File: config.mk
export PLATFORM = sky130hd
export DESIGN_NAME = playfield_mem_arbiter
export DESIGN_NICKNAME = d
export VERILOG_FILES = /design/src/rtl/tetrix_pkg.sv /design/src/rtl/playfield_ram.sv /design/src/rtl/playfield_mem_arbiter.sv
export SDC_FILE = /design/constraint.sdc
export NUM_CORES = 1
export LEC_CHECK = 0
export ABC_CLOCK_PERIOD_IN_PS = 3800
export CAP_MARGIN = 30
export CORE_ASPECT_RATIO = 2
export CORE_UTILIZATION = 45
export DETAILED_ROUTE_END_ITERATION = 8
export PLACE_DENSITY_LB_ADDON = 0.08
export SYNTH_ARGS = -nofsm -noshare
export SYNTH_HDL_FRONTEND = slang
export SYNTH_SLANG_ARGS = --single-unit
File: constraint.sdc
create_clock -name clk_in -period 3.8 [get_ports clk_in]
set_input_delay 0.57 -clock clk_in [delete_from_list [all_inputs] [get_ports clk_in]]
set_output_delay 0.57 -clock clk_in [all_outputs]
set_load 0.005 [all_outputs]
File: src/rtl/tetrix_pkg.sv
// Shared playfield geometry, arbiter limits and enums for the
// playfield memory arbiter slice.
package tetrix_pkg;

  localparam int ROWS            = 20;
  localparam int COLS            = 10;
  localparam int RW              = $clog2(ROWS);
  localparam int DISP_MAX_STREAK = 4;
  localparam int SW              = $clog2(DISP_MAX_STREAK + 1);

  typedef enum logic {
    IDLE,
    CLEAR
  } state_e;

  typedef enum logic [1:0] {
    GNT_NONE,
    GNT_DISP,
    GNT_GAME
  } gnt_e;

  function automatic logic row_ok(input logic [RW-1:0] row);
    return row < RW'(ROWS);
  endfunction

endpackage

File: src/rtl/playfield_ram.sv
// Single-port playfield RAM, one word per row, registered read,
// write-first on a same-cycle write.
module playfield_ram
  import tetrix_pkg::*;
(
  input  logic            clk,
  input  logic            en,
  input  logic            we,
  input  logic [RW-1:0]   addr,
  input  logic [COLS-1:0] wdata,
  output logic [COLS-1:0] rdata
);

  logic [COLS-1:0] mem [ROWS];
  logic [COLS-1:0] rdata_q;

  always_ff @(posedge clk) begin
    if (en) begin
      if (we) begin
        mem[addr] <= wdata;
        rdata_q   <= wdata;
      end else begin
        rdata_q <= mem[addr];
      end
    end
  end

  assign rdata = rdata_q;

endmodule

File: src/rtl/playfield_mem_arbiter.sv
// Display/game arbiter for the playfield RAM with anti-starvation streak.
// Define TETRIX_FIELD_CLEAR_EN to enable the full-field clear sweep.
module playfield_mem_arbiter
  import tetrix_pkg::*;
(
  input  logic            clk_in,
  input  logic            rst,
  input  logic            disp_req,
  input  logic [RW-1:0]   disp_row,
  output logic            disp_ack,
  output logic            disp_valid,
  output logic [COLS-1:0] disp_data,
  input  logic            game_req,
  input  logic            game_we,
  input  logic [RW-1:0]   game_row,
  input  logic [COLS-1:0] game_wdata,
  output logic            game_ack,
  output logic            game_valid,
  output logic [COLS-1:0] game_rdata,
  input  logic            clr_start,
  output logic            clr_busy
);

  gnt_e            gnt;
  logic            busy;
  logic [RW-1:0]   clr_row;
  logic [SW-1:0]   streak_q, streak_d;
  logic            disp_valid_q, disp_valid_d;
  logic            game_valid_q, game_valid_d;
  logic            oor_q, oor_d;
  logic [RW-1:0]   row;
  logic            oor;
  logic            ram_en, ram_we;
  logic [RW-1:0]   ram_addr;
  logic [COLS-1:0] ram_wdata, ram_rdata;

`ifdef TETRIX_FIELD_CLEAR_EN
  state_e        state_q, state_d;
  logic [RW-1:0] clr_row_q, clr_row_d;
  logic          clr_busy_q;

  always_comb begin
    state_d   = state_q;
    clr_row_d = clr_row_q;
    unique case (state_q)
      IDLE: begin
        if (clr_start) begin
          state_d   = CLEAR;
          clr_row_d = '0;
        end
      end
      CLEAR: begin
        clr_row_d = clr_row_q + 1'b1;
        if (clr_row_q == RW'(ROWS - 1))
          state_d = IDLE;
      end
      default: state_d = IDLE;
    endcase
  end

  always_ff @(posedge clk_in or posedge rst) begin
    if (rst) begin
      state_q    <= IDLE;
      clr_row_q  <= '0;
      clr_busy_q <= 1'b0;
    end else begin
      state_q    <= state_d;
      clr_row_q  <= clr_row_d;
      clr_busy_q <= (state_d == CLEAR);
    end
  end

  assign busy     = clr_busy_q;
  assign clr_busy = clr_busy_q;
  assign clr_row  = clr_row_q;
`else
  logic unused_clr;

  assign unused_clr = clr_start;
  assign busy       = 1'b0;
  assign clr_busy   = 1'b0;
  assign clr_row    = '0;
`endif

  // Grants are gated by rst so every output reads 0 while reset is held.
  always_comb begin
    gnt = GNT_NONE;
    if (!rst && !busy) begin
      unique case (1'b1)
        disp_req && !game_req: gnt = GNT_DISP;
        game_req && !disp_req: gnt = GNT_GAME;
        disp_req && game_req:
          gnt = (streak_q == SW'(DISP_MAX_STREAK)) ? GNT_GAME : GNT_DISP;
        default: gnt = GNT_NONE;
      endcase
    end
  end

  always_comb begin
    streak_d = streak_q;
    if (!busy) begin
      if (!game_req || gnt == GNT_GAME)
        streak_d = '0;
      else if (gnt == GNT_DISP)
        streak_d = streak_q + 1'b1;
    end
  end

  assign row = (gnt == GNT_GAME) ? game_row : disp_row;
  assign oor = !row_ok(row);

  always_comb begin
    ram_en    = 1'b0;
    ram_we    = 1'b0;
    ram_addr  = row;
    ram_wdata = game_wdata;
    if (busy) begin
      ram_en    = 1'b1;
      ram_we    = 1'b1;
      ram_addr  = clr_row;
      ram_wdata = '0;
    end else if (gnt != GNT_NONE && !oor) begin
      ram_en = 1'b1;
      ram_we = (gnt == GNT_GAME) && game_we;
    end
  end

  always_comb begin
    disp_valid_d = (gnt == GNT_DISP);
    game_valid_d = (gnt == GNT_GAME) && !game_we;
    oor_d        = oor;
  end

  always_ff @(posedge clk_in or posedge rst) begin
    if (rst) begin
      streak_q     <= '0;
      disp_valid_q <= 1'b0;
      game_valid_q <= 1'b0;
      oor_q        <= 1'b0;
    end else begin
      streak_q     <= streak_d;
      disp_valid_q <= disp_valid_d;
      game_valid_q <= game_valid_d;
      oor_q        <= oor_d;
    end
  end

  playfield_ram u_ram (
    .clk   (clk_in),
    .en    (ram_en),
    .we    (ram_we),
    .addr  (ram_addr),
    .wdata (ram_wdata),
    .rdata (ram_rdata)
  );

  assign disp_ack   = (gnt == GNT_DISP);
  assign game_ack   = (gnt == GNT_GAME);
  assign disp_valid = disp_valid_q;
  assign game_valid = game_valid_q;
  assign disp_data  = (disp_valid_q && !oor_q) ? ram_rdata : '0;
  assign game_rdata = (game_valid_q && !oor_q) ? ram_rdata : '0;

endmodule

==> Word level (Yosys, flattened, before mapping) <==
Memory sizes are Yosys's and may differ from the RTL's. A register that Yosys moved wholly into a read port is not among the register bits.
Cells that the tools add are included.
{ "totals": {"romBits": 0, "mem_count": 1, "latch_bits": 0, "regBits": 6, "ram_bits": 200, "output_inout_bits": 25} }
{ "mem_list": {"columns": ["memory", "depth", "word_bits", "rd", "rd_ports_with_merged_regs", "wr", "line_no", "rtl"], "rows": [
  ["u_ram.mem", 20, 10, 1, 1, 1, "playfield_ram.sv:14", "logic [COLS-1:0] mem [ROWS];"]
]} }
{ "classes": {"bitwise_logic": 0, "n_lt_le_gt_ge": 1, "n_mux": 13, "n_reduce_logical": 16, "n_div": 0, "n_eq_ne": 3, "mul": 0, "n_addsub": 1, "n_shift": 0} }
{ "op_table": {"columns": ["operator", "count"], "rows": [
  ["$mux W10", 2],
  ["$logic_and A1 B1 Y1", 8],
  ["$mux W3", 2],
  ["$pmux W2 S3", 1],
  ["$logic_not A1 Y1", 5],
  ["$lt A5 B5 Y1 const B", 1],
  ["$mux W1", 5],
  ["$mux W5", 1],
  ["$mux W2", 2],
  ["$reduce_bool A2 Y1", 2],
  ["$add A3 B1 Y3 const B", 1],
  ["$eq A3 B3 Y1 const B", 1],
  ["$eq A2 B1 Y1 const B", 1],
  ["$eq A2 B2 Y1 const B", 1],
  ["$logic_or A1 B1 Y1", 1]
]} }

==> Logic depth before layout (Yosys ltp) <==
{ "depth": {"depth_word": 12, "mapped_depth": 13, "mapped_depth_nobuf": 10} }

==> By module <==
Synthesis repeated with hierarchy kept, for this count alone.
{ "hier_totals": {"cells_unflattened": 495, "area_unflattened_um2": 8745.9} }
{ "modules_own_cells": {"columns": ["mod", "area_each_um2", "instances", "cells_each"], "rows": [
  ["playfield_ram", 8195.4, 1, 431],
  ["playfield_mem_arbiter", 550.5, 1, 64]
]} }

==> Worst setup path before layout <==
Ideal clock, no wire load.
{ "synth_path": {"path_kind": "input to register", "start": "in rst", "end": "reg u_ram.rdata_q[0], in the netlist u_ram.rdata[0], read port of u_ram.mem (enable)", "path_slack_ps": 952, "required_ps": 3410, "arrival_time_ps": 2458, "cell_stages": 8, "path_cell_list": "buf_6 inv_1 nand3_4 buf_2 buf_1 nand3b_1 o21ai_0 nor3_1"} }
{ "synth_via": {"elab_chain_cells": 6, "word_cells_on_any_way": 7, "classes_between": "order compare (1); eq/ne (1); mux (3); reduce/logical (2)"} }
{ "synth_lines": {"columns": ["item", "line_no", "rtl"], "rows": [
  ["start, declared", "playfield_mem_arbiter.sv:7", "input logic rst,"],
  ["$mux W2 *", "playfield_mem_arbiter.sv:88", "if (!rst && !busy) begin"],
  ["$eq A2 B2 Y1", "playfield_mem_arbiter.sv:109", "assign row = (gnt == GNT_GAME) ? game_row : disp_row;"],
  ["$mux W5", "playfield_mem_arbiter.sv:109", null],
  ["$lt A5 B5 Y1", "tetrix_pkg.sv:23", "return row < RW'(ROWS);"],
  ["$logic_and A1 B1 Y1 *", "playfield_mem_arbiter.sv:122", "end else if (gnt != GNT_NONE && !oor) begin"],
  ["$mux W1 *", "playfield_mem_arbiter.sv:122", null],
  ["net ram_en", "playfield_mem_arbiter.sv:33", "logic ram_en, ram_we;"],
  ["end, declared", "playfield_ram.sv:15", "logic [COLS-1:0] rdata_q;"]
]} }
The timed path passes the listed nets; every way through them passes the cells marked *.
A chain may end at the register's enable or synchronous reset.

==> Worst setup path after layout <==
{ "layout_path": {"start": "reg streak_q[0]", "end": "reg u_ram.rdata_q[2], in the netlist u_ram.rdata[2], read port of u_ram.mem, data pin"} }
{ "layout_via": {"elab_chain_cells": 9, "word_cells_on_any_way": 10, "classes_between": "order compare (1); eq/ne (2); mux (5); reduce/logical (2)"} }
{ "layout_lines": {"columns": ["item", "line_no", "rtl"], "rows": [
  ["start, declared", "playfield_mem_arbiter.sv:27", "logic [SW-1:0] streak_q, streak_d;"],
  ["start signal, assigned", "playfield_mem_arbiter.sv:141", "streak_q <= streak_d;"],
  ["$eq A3 B3 Y1 *", "playfield_mem_arbiter.sv:93", "gnt = (streak_q == SW'(DISP_MAX_STREAK)) ? GNT_GAME : GNT_DISP;"],
  ["$mux W2 *", "playfield_mem_arbiter.sv:93", null],
  ["$pmux W2 S3 *", "playfield_mem_arbiter.sv:89", "unique case (1'b1)"],
  ["$mux W2 *", "playfield_mem_arbiter.sv:88", null],
  ["$eq A2 B2 Y1", "playfield_mem_arbiter.sv:109", null],
  ["$mux W5", "playfield_mem_arbiter.sv:109", null],
  ["$lt A5 B5 Y1", "tetrix_pkg.sv:23", null],
  ["$logic_and A1 B1 Y1", "playfield_mem_arbiter.sv:122", null],
  ["$mux W1", "playfield_mem_arbiter.sv:122", null]
]} }
Every way passes the cells marked *; elsewhere a longest branch is shown, timed or not.

==> summary.md <==
Clocking
* clock transition at the register clock pins on the worst setup and hold paths after CTS: 0.06 ns
* Root Driver: clkbuf_16
* Inserted Clock Buffers: 20
* CTS tree: built
* hold buffer count at CTS: 0
* number of levels the H-tree was split into: 1
* sink count of the clock tree: 216
* Post-CTS Repair Setup Buffers: 0
* insertion delay to the later sink of the worst-skew pair: 0.50 ns
* post-cts gate resize count: 0
* maximum clock insertion buffer count: 3

Logic synthesis
* Synth Flop Type: edfxtp_1
* area leader, netlist: edfxtp_1
* number of enable flip-flop cells after synthesis: 210
* sequential element share of the synthesized area: 71.9%
* synthesized cell area: 0.00898 mm2
* cell types with the largest area share after synthesis: edfxtp_1 (70%), mux2i_1 (9.7%), o22ai_1 (2.6%), dfrtp_1 (1.7%), and2_1 (1.5%)
* syn nets: 594
* number of synthesized register bits: 216
* portion of synthesized cell area occupied by the leading cell type: 70.2%
* synth unique cells: 45
* number of instances in the synthesized netlist: 566
* leading cell type by number of instances after synthesis: edfxtp_1
* share of flip-flops with an asynchronous set or reset after synthesis: 2.78%
* syn_area_per_cell: 15.9 um2
* commonest cells in the netlist: edfxtp_1 (210), mux2i_1 (87), o22ai_1 (38), nand2_1 (34), nor2_1 (29)
* count of warnings emitted by yosys: 0

Setup path
* CP Buf/Inv Count: 2
* maximum fanout count along the critical path: 18
* Max stage delay cell, worst path: or4_1
* launching point of the worst reg2reg path: streak_q[0]
* cell family with most CP delay: simple AND/OR/NAND/NOR gates
* crit-path max cell delay: 0.60 ns
* Worst setup SP type: flip-flop
* type of the worst setup path: flip-flop to flip-flop
* CP cell instances: inv_1 > ha_1 > a21bo_4 > nand4_2 > and2_4 > buf_12 > mux2i_1 > o22ai_1 > or4_1 > o32a_1
* CP required: 4.04 ns
* Worst Setup SP: streak_q[0]
* capturing element type of the critical path: flip-flop
* critical path arrival: 3.44 ns

Floorplanning
* width of the chip: 102 um
* I/O pin count: 51
* full die area: 0.0206 mm2
* starting density of the core: 46.1%
* area inside the core boundary: 0.0195 mm2
* height of the die: 202 um
* Rows: 72

Timing
* tightest slew margin relative to the limit: 44.0%
* count of endpoints failing setup in the final report: 0
* final period demand of the worst path: 3.20 ns
* slew at the pin closest to its max-slew limit: 0.837 ns
* peak clock frequency supported by timing: 313 MHz
* unrepaired setup endpoints after global routing: no
* Pins Over Slew Limit: 0
* count of endpoints failing hold in the final timing report: 0
* Clock Skew: 0.00930 ns
* fin crit share: 84.2%
* total negative slack: 0 ns

Pwr
* Peak supply drop: 0.354 mV
* LEAKAGE: 3.73 nW
* power per standard cell area: 460 mW/mm2

Place
* global placer's final weighted congestion: 0.856
* placed wire-length estimate after detailed placement: 14600 um
* Cells after DPL: 898
* count of input and output buffers: 48

Routing
* average wire per cell in the routed design: 23.0 um
* Residual DRC: 0
* via count: 5280
* Detailed Route WL: 21500 um
* number of search-and-repair iterations in the first detailed-routing pass: 5
* Vias/cell: 5.66
* Post-DRT Antenna Nets: 0
* number of design-rule violations left by the first detailed-router iteration: 318

Final layout
* Sequential Area: 0.00646 mm2
* filler instances: 1638
* utilization of the core after routing: 54.5%
* Net count, final: 689
* area used by multi-input combinational logic: 0.00232 mm2
* synthesis-to-layout area growth: 18.1%
* share of post-route cells with drive strength above 1: 13.5%
* number of inserted diodes: 0
* final std cells w/o fill: 933

Status
* result of the run: completed

Global routing
* vias in the first global route: 5352
* largest net degree at the start of global routing: 32
* first-pass GRT wire length: 32100 um
* GR Overflow Total: 0
* overall global routing resource usage: 21.8%
* initial antenna violation count: 0

Run
* MaxCap Viol Count: 0

Hold path
* class of the tightest hold or removal check: input port to async pin

==> worst register-to-register path, stage by stage (launching register included) <==
cell and delay (ns):
dfrtp_1 0.39, inv_1 0.06, ha_1 0.25, a21bo_4 0.26, nand4_2 0.10, and2_4 0.30, buf_12 0.23, mux2i_1 0.32
o22ai_1 0.11, or4_1 0.60, o32a_1 0.34
==> report_power, final <==
| part | total [mW] | switching [mW] | internal [mW] |
|---|---|---|---|
| logic | 0.342 | 0.198 | 0.144 |
| clock network | 1.90 | 0.855 | 1.04 |
| registers | 2.63 | 0.00495 | 2.63 |
| total | 4.87 | 1.06 | 3.81 |
==> registers in the layout, summed over array words and instances (netlist names) <==
| register | count |
|---|---|
| streak_q | 3 |
| game_valid | 1 |
| disp_valid | 1 |
| u_ram.rdata | 10 |
| u_ram.mem | 200 |
| oor_q | 1 |
==> stage by stage <==
stage | power [mW] | hold slack, ns | worst slack (ns) | cell area, um2
floorplan | 2.88 | 0.532 | 0.952 | 8980
global placement | 3.02 | 0.579 | 0.210 | 9990
detailed placement | 3.03 | 0.619 | 0.191 | 9990
CTS | 4.92 | 0.583 | 0.595 | 10600
global route | 5.02 | 0.636 | 0.493 | 10600
finish | 4.87 | 0.589 | 0.601 | 10600
==> kinds of logic after synthesis <==
group | after synthesis | share of synthesized area [%]
flip-flops | 216 | 71.9
AND/OR/NAND/NOR | 135 | 7.98
AO/OA/AOI/OAI | 98 | 7.89
multiplexers | 87 | 9.70
buffers and inverters | 27 | 2.20
adder cells (fa/ha/maj) | 2 | 0.279
other | 1 | 0.0418
==> routing by layer <==
metal  up-vias  wire, um  track usage [%]  part of all wire, %
met5         -         0                0                    0
met4         0      1170             12.0                  5.4
met3        60       867             2.61                  4.0
met2       165     11200             38.1                   52
met1      2644      8260             25.3                   38
li1       2411         -                -                    -
==> placed cells by master, fill, tap and decap left out, types with 4 or more instances in the layout <==
| cell type | instances |
|---|---|
| a21oi_1 | 19 |
| a31oi_2 | 7 |
| and2_1 | 21 |
| and3_1 | 7 |
| buf_4 | 43 |
| clkbuf_16 | 20 |
| clkdlybuf4s50_1 | 48 |
| clkinv_1 | 4 |
| dfrtp_1 | 6 |
| edfxtp_1 | 210 |
| inv_1 | 5 |
| mux2i_1 | 87 |
| nand2_1 | 34 |
| nand3_1 | 4 |
| nor2_1 | 29 |
| nor3_1 | 11 |
| nor3b_1 | 4 |
| o21ai_0 | 14 |
| o22ai_1 | 38 |
| o32a_1 | 9 |
| or4_1 | 9 |
==> layout make-up <==
cell class	instances	area share [%]
well taps	259	3.06
repair buffers	94	8.14
multi-input cells	323	21.9
clock inverters	12	0.932
clock buffers	23	4.83
inverters	6	0.212
flip-flops and latches	216	60.9
==> path summary, 6_finish.rpt <==
check / end / slack [ns] / cells after the start
worst max-delay path: u_ram.rdata[2] / 0.60 / 10
worst min-delay path: streak_q[1] / 0.59 / 3
worst min register to register: streak_q[1] / 0.62 / 3
min in group clk_in: streak_q[1] / 0.62 / 3
worst max register to register: u_ram.rdata[2] / 0.60 / 10
max in group asynchronous: disp_valid / 3.09 / 3
(Power assumes the default switching activity.)
==> patch 1: new RTL, same settings <==
Add a define of `TETRIX_FIELD_CLEAR_EN`.
--- a/src/rtl/playfield_mem_arbiter.sv
+++ b/src/rtl/playfield_mem_arbiter.sv
@@ -2,2 +2,4 @@
 // Define TETRIX_FIELD_CLEAR_EN to enable the full-field clear sweep.
+`define TETRIX_FIELD_CLEAR_EN
+
 module playfield_mem_arbiter
Formal check against the unedited RTL: not equivalent (Yosys sat finds a counterexample within 4 cycles, from zero or initial values and one cycle with rst high).
==> patch 1 against the unedited design <==
Worst setup slack improved by 0.013 ns; core utilization increased by 0.13 points; synthesized area increased by 4.3%; sequential cell count increased by 6; routed wire length increased by 22%; cell area increased by 4.9%; largest cell class unchanged.
Power is not compared: it rests on default switching activity, and its combinational part moved more than twofold at a synthesized area within 25%.
==> patch 1: results (changes against the unedited design) <==
* Signal buffers at 107 (+14%)
* Post-CTS Setup Bufs at 0 (unchanged)
* Post-Synth Adder-Cell Area at 0.401% (+0.12 points)
* Sequential fraction of the synthesis area at 70.5% (-1.4 points)
* Clock Sink Count at 222 (+2.8%)
* Top reg by flops: u_ram.mem
* Area of the multi-input gates at 0.00252 mm^2 (+8.3%)
* Arr. time, crit path at 3.41 ns (-0.03 ns)
* GRT Util Overall at 24.9% (+3.2 points)
* Skew final at 0.00664 ns (-0.00267 ns)
* DRT Pass-1 Iters at 5 (unchanged)
* Initial DRC Count at 436 (+37%)
* Share of layout cells above drive strength 1 at 12.4% (-1.1 points)
* CTS root buf: clkbuf_16
* Yosys warning count at 0 (unchanged)
* Fillers at 1738 (+6.1%)
* Vias in the first global route at 6405 (+20%)
* Worst slew margin at 55.9% (+12 points)
* Slowest CP cell: a22oi_1
* HPWL Detailed at 18100 um (+24%)
* IO buf count at 50 (+4.2%)
* HP Class: reg2reg
* Final setup violation count at 0 (unchanged)
* Number of multi-input logic gates at 464 (+44%)
* Most frequent cells after synthesis: 210 x edfxtp_1, 155 x nand2_1, 72 x a21oi_1, 44 x nand3_1, 30 x a22oi_1
* Pre-CTS setup slack at 0.101 ns (-0.0906 ns)
* Async set-reset flop share out of synthesis at 5.41% (+2.6 points)
* Largest net degree at the start of global routing at 60 (+88%)
* Peak supply drop at 388 uV
* ClkCell Share at 5.78% (+0.022 points)
* Initial antenna violation count at 0 (unchanged)
* Final-layout clock buffer total at 24 (+4.3%)
* Mux contribution to synthesized area at 1.07% (-8.6 points)
* Top post-synthesis cells by area: edfxtp_1 67%, nand2_1 6.2%, a21oi_1 3.8%, dfrtp_1 3.2%, a22oi_1 2.4%
* Drt via density at 5.71 (+0.93%)
* Clock latency on the worst-skew pair at 0.51 ns
* Xor/xnor cell area share of the yosys netlist at 0.0935% (+0.093 points)
* First-pass GRT wire length at 39000 um (+22%)
* Routed wire per std cell at 23.7 um (+3.0%)
* Crit path max fanout at 31 (+13)
* CP max stage delay at 0.55 ns (-0.05 ns)
* Compound-Gate Fraction of Synth Area at 10.7% (+2.8 points)
* Outcome: complete, no violations
* Seq area share at 59.4% (-1.5 points)
* Syn nets at 768 (+29%)
* Clock Path Buffers at 3 (unchanged)
* Signal inverters at 9 (+3)
* Post-cts repair resize count at 0 (unchanged)
* Largest delay contributor family on the critical path: compound AO/OA/AOI/OAI gates
* Final Wtd Congestion at 0.872 (+1.9%)
* Data buffer area share at 8.91% (+0.76 points)
* Fin nets at 853 (+24%)
* Leak at 0.00398 uW
* Netlist cell types at 47 (+4.4%)
-- patch 1: cell types whose count changed after synthesis, sizes merged, moves of 20 or more --
cell / before / now
a21oi: 19 / 72
a22oi: 0 / 30
buf: 18 / 38
mux2i: 87 / 10
nand2: 34 / 155
nand3: 5 / 45
o22ai: 38 / 2
-- patch 1: metrics by stage --
| stage | cells | cell area (um^2) |
|---|---|---|
| floorplan | 739 | 9370 |
| global placement | 1068 | 10500 |
| detailed placement | 1068 | 10500 |
| CTS | 1103 | 11100 |
| global route | 1103 | 11100 |
| finish | 1103 | 11100 |
-- patch 1: report_power, final --
| group | leakage (uW) | internal, uW | switching [uW] |
|---|---|---|---|
| sequential | 0.00213 | 3220 | 164 |
| combinational | 0.00154 | 1160 | 2340 |
| clock | 0.000315 | 1150 | 873 |
| total | 0.00398 | 5520 | 3380 |
-- patch 1: routing by layer --
layer  share of wire (%)  vias to the layer above  global-route usage, %
met2                  53                      240                   46.0
met1                  36                     3117                   26.7
met5                   0                        -                      0
met3                 4.5                       66                   3.03
li1                    -                     2877                      -
met4                 6.2                        0                   16.3
-- patch 1: worst register-to-register path: cells and delay by family, from the launching register on --
family / cells / cell delay [ns]
buf+inv: 2 / 0.31
compound gates: 7 / 1.99
fa+ha+maj: 1 / 0.23
flops: 1 / 0.39
-- patch 1: worst paths after layout --
kind / startpoint / endpoint / slack, ns / cells past startpoint
worst max-delay path: streak_q[0] / u_ram.rdata[4] / 0.61 / 10
worst min-delay path: clr_row[4] / clr_busy / 0.49 / 1
worst max register to register: streak_q[0] / u_ram.rdata[4] / 0.61 / 10
worst min register to register: clr_row[4] / clr_busy / 0.49 / 1
max in group asynchronous: rst / clr_busy / 2.96 / 3
min in group asynchronous: rst / disp_valid / 0.67 / 3
==> patch 2: new RTL, same flow settings <==
Made on the original files. `DISP_MAX_STREAK`: 4 -> 2.
--- a/src/rtl/tetrix_pkg.sv
+++ b/src/rtl/tetrix_pkg.sv
@@ -7,3 +7,3 @@
   localparam int RW              = $clog2(ROWS);
-  localparam int DISP_MAX_STREAK = 4;
+  localparam int DISP_MAX_STREAK = 2;
   localparam int SW              = $clog2(DISP_MAX_STREAK + 1);
Formal check against the unedited RTL: not equivalent (a bounded check fails within 4 cycles, from zero or initial values and one cycle with rst high).
==> patch 2 against the unedited design <==
Core utilization decreased by 1.1 points; clock skew increased by 0.017 ns; first-iteration DRC count increased by 95%; cell area is 12% higher; power rose by 5.4%; global-route usage increased by 4.0 points; sequential cell count decreased by 1; routed wire length increased by 37%; synthesized cell count rose by 44%; synthesized area grew 14%; worst setup slack improved by 0.0035 ns; critical endpoint is now u_ram.mem[4][0]; largest power group unchanged; highest routed layer unchanged.
==> patch 2: results (changes against the unedited design) <==
* Max reg flops at 200 (unchanged)
* Peak supply drop at 318 uV (-10%)
* Slowest CP cell: mux2_4
* Post-synth EDFFs at 210 (unchanged)
* Clock slew at reported path FFs at 0.07 ns
* DRT Pass-1 Iters at 5 (unchanged)
* Syn nets at 841 (+42%)
* CP max stage delay at 0.47 ns (-0.13 ns)
* Skew final at 0.0262 ns (+0.0169 ns)
* DP Area at 0.0112 mm^2 (+12%)
* Async set-reset flop share out of synthesis at 2.33% (-0.45 points)
* Clock latency on the worst-skew pair at 0.52 ns (+0.02 ns)
* Arr. time, crit path at 3.40 ns (-0.04 ns)
* IO buf count at 48 (unchanged)
* Initial antenna violation count at 0 (unchanged)
* Worst r2r dst: u_ram.mem[4][0]
* First-pass GRT wire length at 44000 um (+37%)
* Post-CTS Setup Bufs at 0 (unchanged)
* HP Class: in2async
* Cts bufs inserted at 20 (unchanged)
* Vias in the first global route at 7381 (+38%)
* Drt via density at 6.27 (+11%)
* H-tree levels at 1 (unchanged)
* Routed WL at 29400 um (+37%)
* Largest net degree at the start of global routing at 67 (+110%)
* Crit path max fanout at 21 (+3)
* Post-cts repair resize count at 0 (unchanged)
* Netlist cell types at 44 (-2.2%)
* Most used DFF post-synth: edfxtp_1
* Reg2Reg Depth at 10 (unchanged)
* Top post-synthesis cells by area: edfxtp_1 62%, a311oi_1 3.6%, nand2_1 3.3%, a211oi_1 3.1%, a21oi_1 2.7%
* Fin nets at 891 (+29%)
* CTS root buf: clkbuf_16
* Reg-to-reg slack, setup at 0.60 ns
* Outcome: complete, no violations
* NetSw at 1230 uW (+16%)
* Sequential fraction of the synthesis area at 63.0% (-8.9 points)
* Share of layout cells above drive strength 1 at 12.9% (-0.60 points)
* GRT Util Overall at 25.8% (+4.0 points)
* Final Wtd Congestion at 0.842 (-1.6%)
* Initial DRC Count at 619 (+95%)
* Top reg by flops: u_ram.mem
* Worst slew margin at 30.0% (-14 points)
* Clock Path Buffers at 3 (unchanged)
* Leak at 0.00398 uW (+6.9%)
* Crit path kind: reg2reg
* Most frequent cells after synthesis: 210 x edfxtp_1, 89 x nand2_1, 55 x a21oi_1, 47 x clkbuf_1, 44 x nand2b_1
* R2R Path Start: streak_q[0]
* # diodes at 0 (unchanged)
* Fillers at 1874 (+14%)
* Yosys warning count at 0 (unchanged)
* HPWL Detailed at 19300 um (+32%)
==> patch 2: cell types whose count changed in the layout (fill, tap and decap cells not counted), sizes merged, moves of 38 or more <==
cell / change
mux2i: -65
a311oi: +41
o22ai: -38
nand3: +41
nand2b: +43
nand2: +56
a211oi: +42
==> patch 2: cell families after synthesis <==
group	share of synthesized area [%]
AND/OR/NAND/NOR	13.4
AO/OA/AOI/OAI	15.0
flip-flops	63.0
other	0.0367
adder cells (fa/ha/maj)	0.122
multiplexers	4.74
buffers and inverters	3.76
==> patch 2: final cells by class <==
class	count	area, um^2	area share [%]
Timing Repair Buffer	101	966	8.16
Tap cell	276	345	2.92
Multi-Input combinational cell	512	3420	28.9
Sequential cell	215	6430	54.3
Clock inverter	13	119	1.00
Clock buffer	21	504	4.26
Inverter	14	52.6	0.444
==> patch 2: worst max path at each step <==
stage / slack (ns) / to
after floorplan: 0.80 / u_ram.mem[18][0]
after global placement: 0.17 / u_ram.rdata[4]
after detailed placement: 0.14 / u_ram.mem[4][0]
after CTS: 0.58 / u_ram.mem[4][0]
after global routing: 0.42 / u_ram.mem[4][0]
final: 0.60 / u_ram.mem[4][0]
==> patch 2: stage by stage <==
step / worst slack [ns] / hold WS (ns) / instances / util [%]
3_5_place_dp: 0.138 / 0.587 / 1117 / 50.5
4_1_cts: 0.581 / 0.507 / 1151 / 53.4
2_1_floorplan: 0.803 / 0.513 / 814 / -
3_3_place_gp: 0.172 / 0.534 / 1114 / 50.2
6_report: 0.605 / 0.499 / 1152 / 53.4
5_1_grt: 0.418 / 0.532 / 1152 / 53.4
==> patch 2: per-layer routing <==
metal	global-route usage, %	up-vias	wire (um)
met5	0	-	0
met1	29.7	3619	10700
met2	45.7	302	15600
met4	14.5	0	1650
met3	2.49	59	1480
li1	-	3242	-
==> patch 2: power groups by stage <==
stage               Combinational [uW]  Clock (uW)  Sequential, uW
finish                             528        1980            2620
global route                       562        2090            2620
CTS                                525        2010            2620
detailed placement                 524           0            2670
global placement                   500           0            2670
floorplan                          297           0            2670
==> patch 2: critical path: cells and delay by family (launching register included) <==
| kind | cells | cell delay [ns] |
|---|---|---|
| adders and majority gates | 1 | 0.25 |
| and+or+nand+nor | 4 | 0.92 |
| muxes | 1 | 0.47 |
| DFF | 1 | 0.38 |
| AOI/OAI and AO/OA | 1 | 0.34 |
| buffers and inverters | 3 | 0.52 |
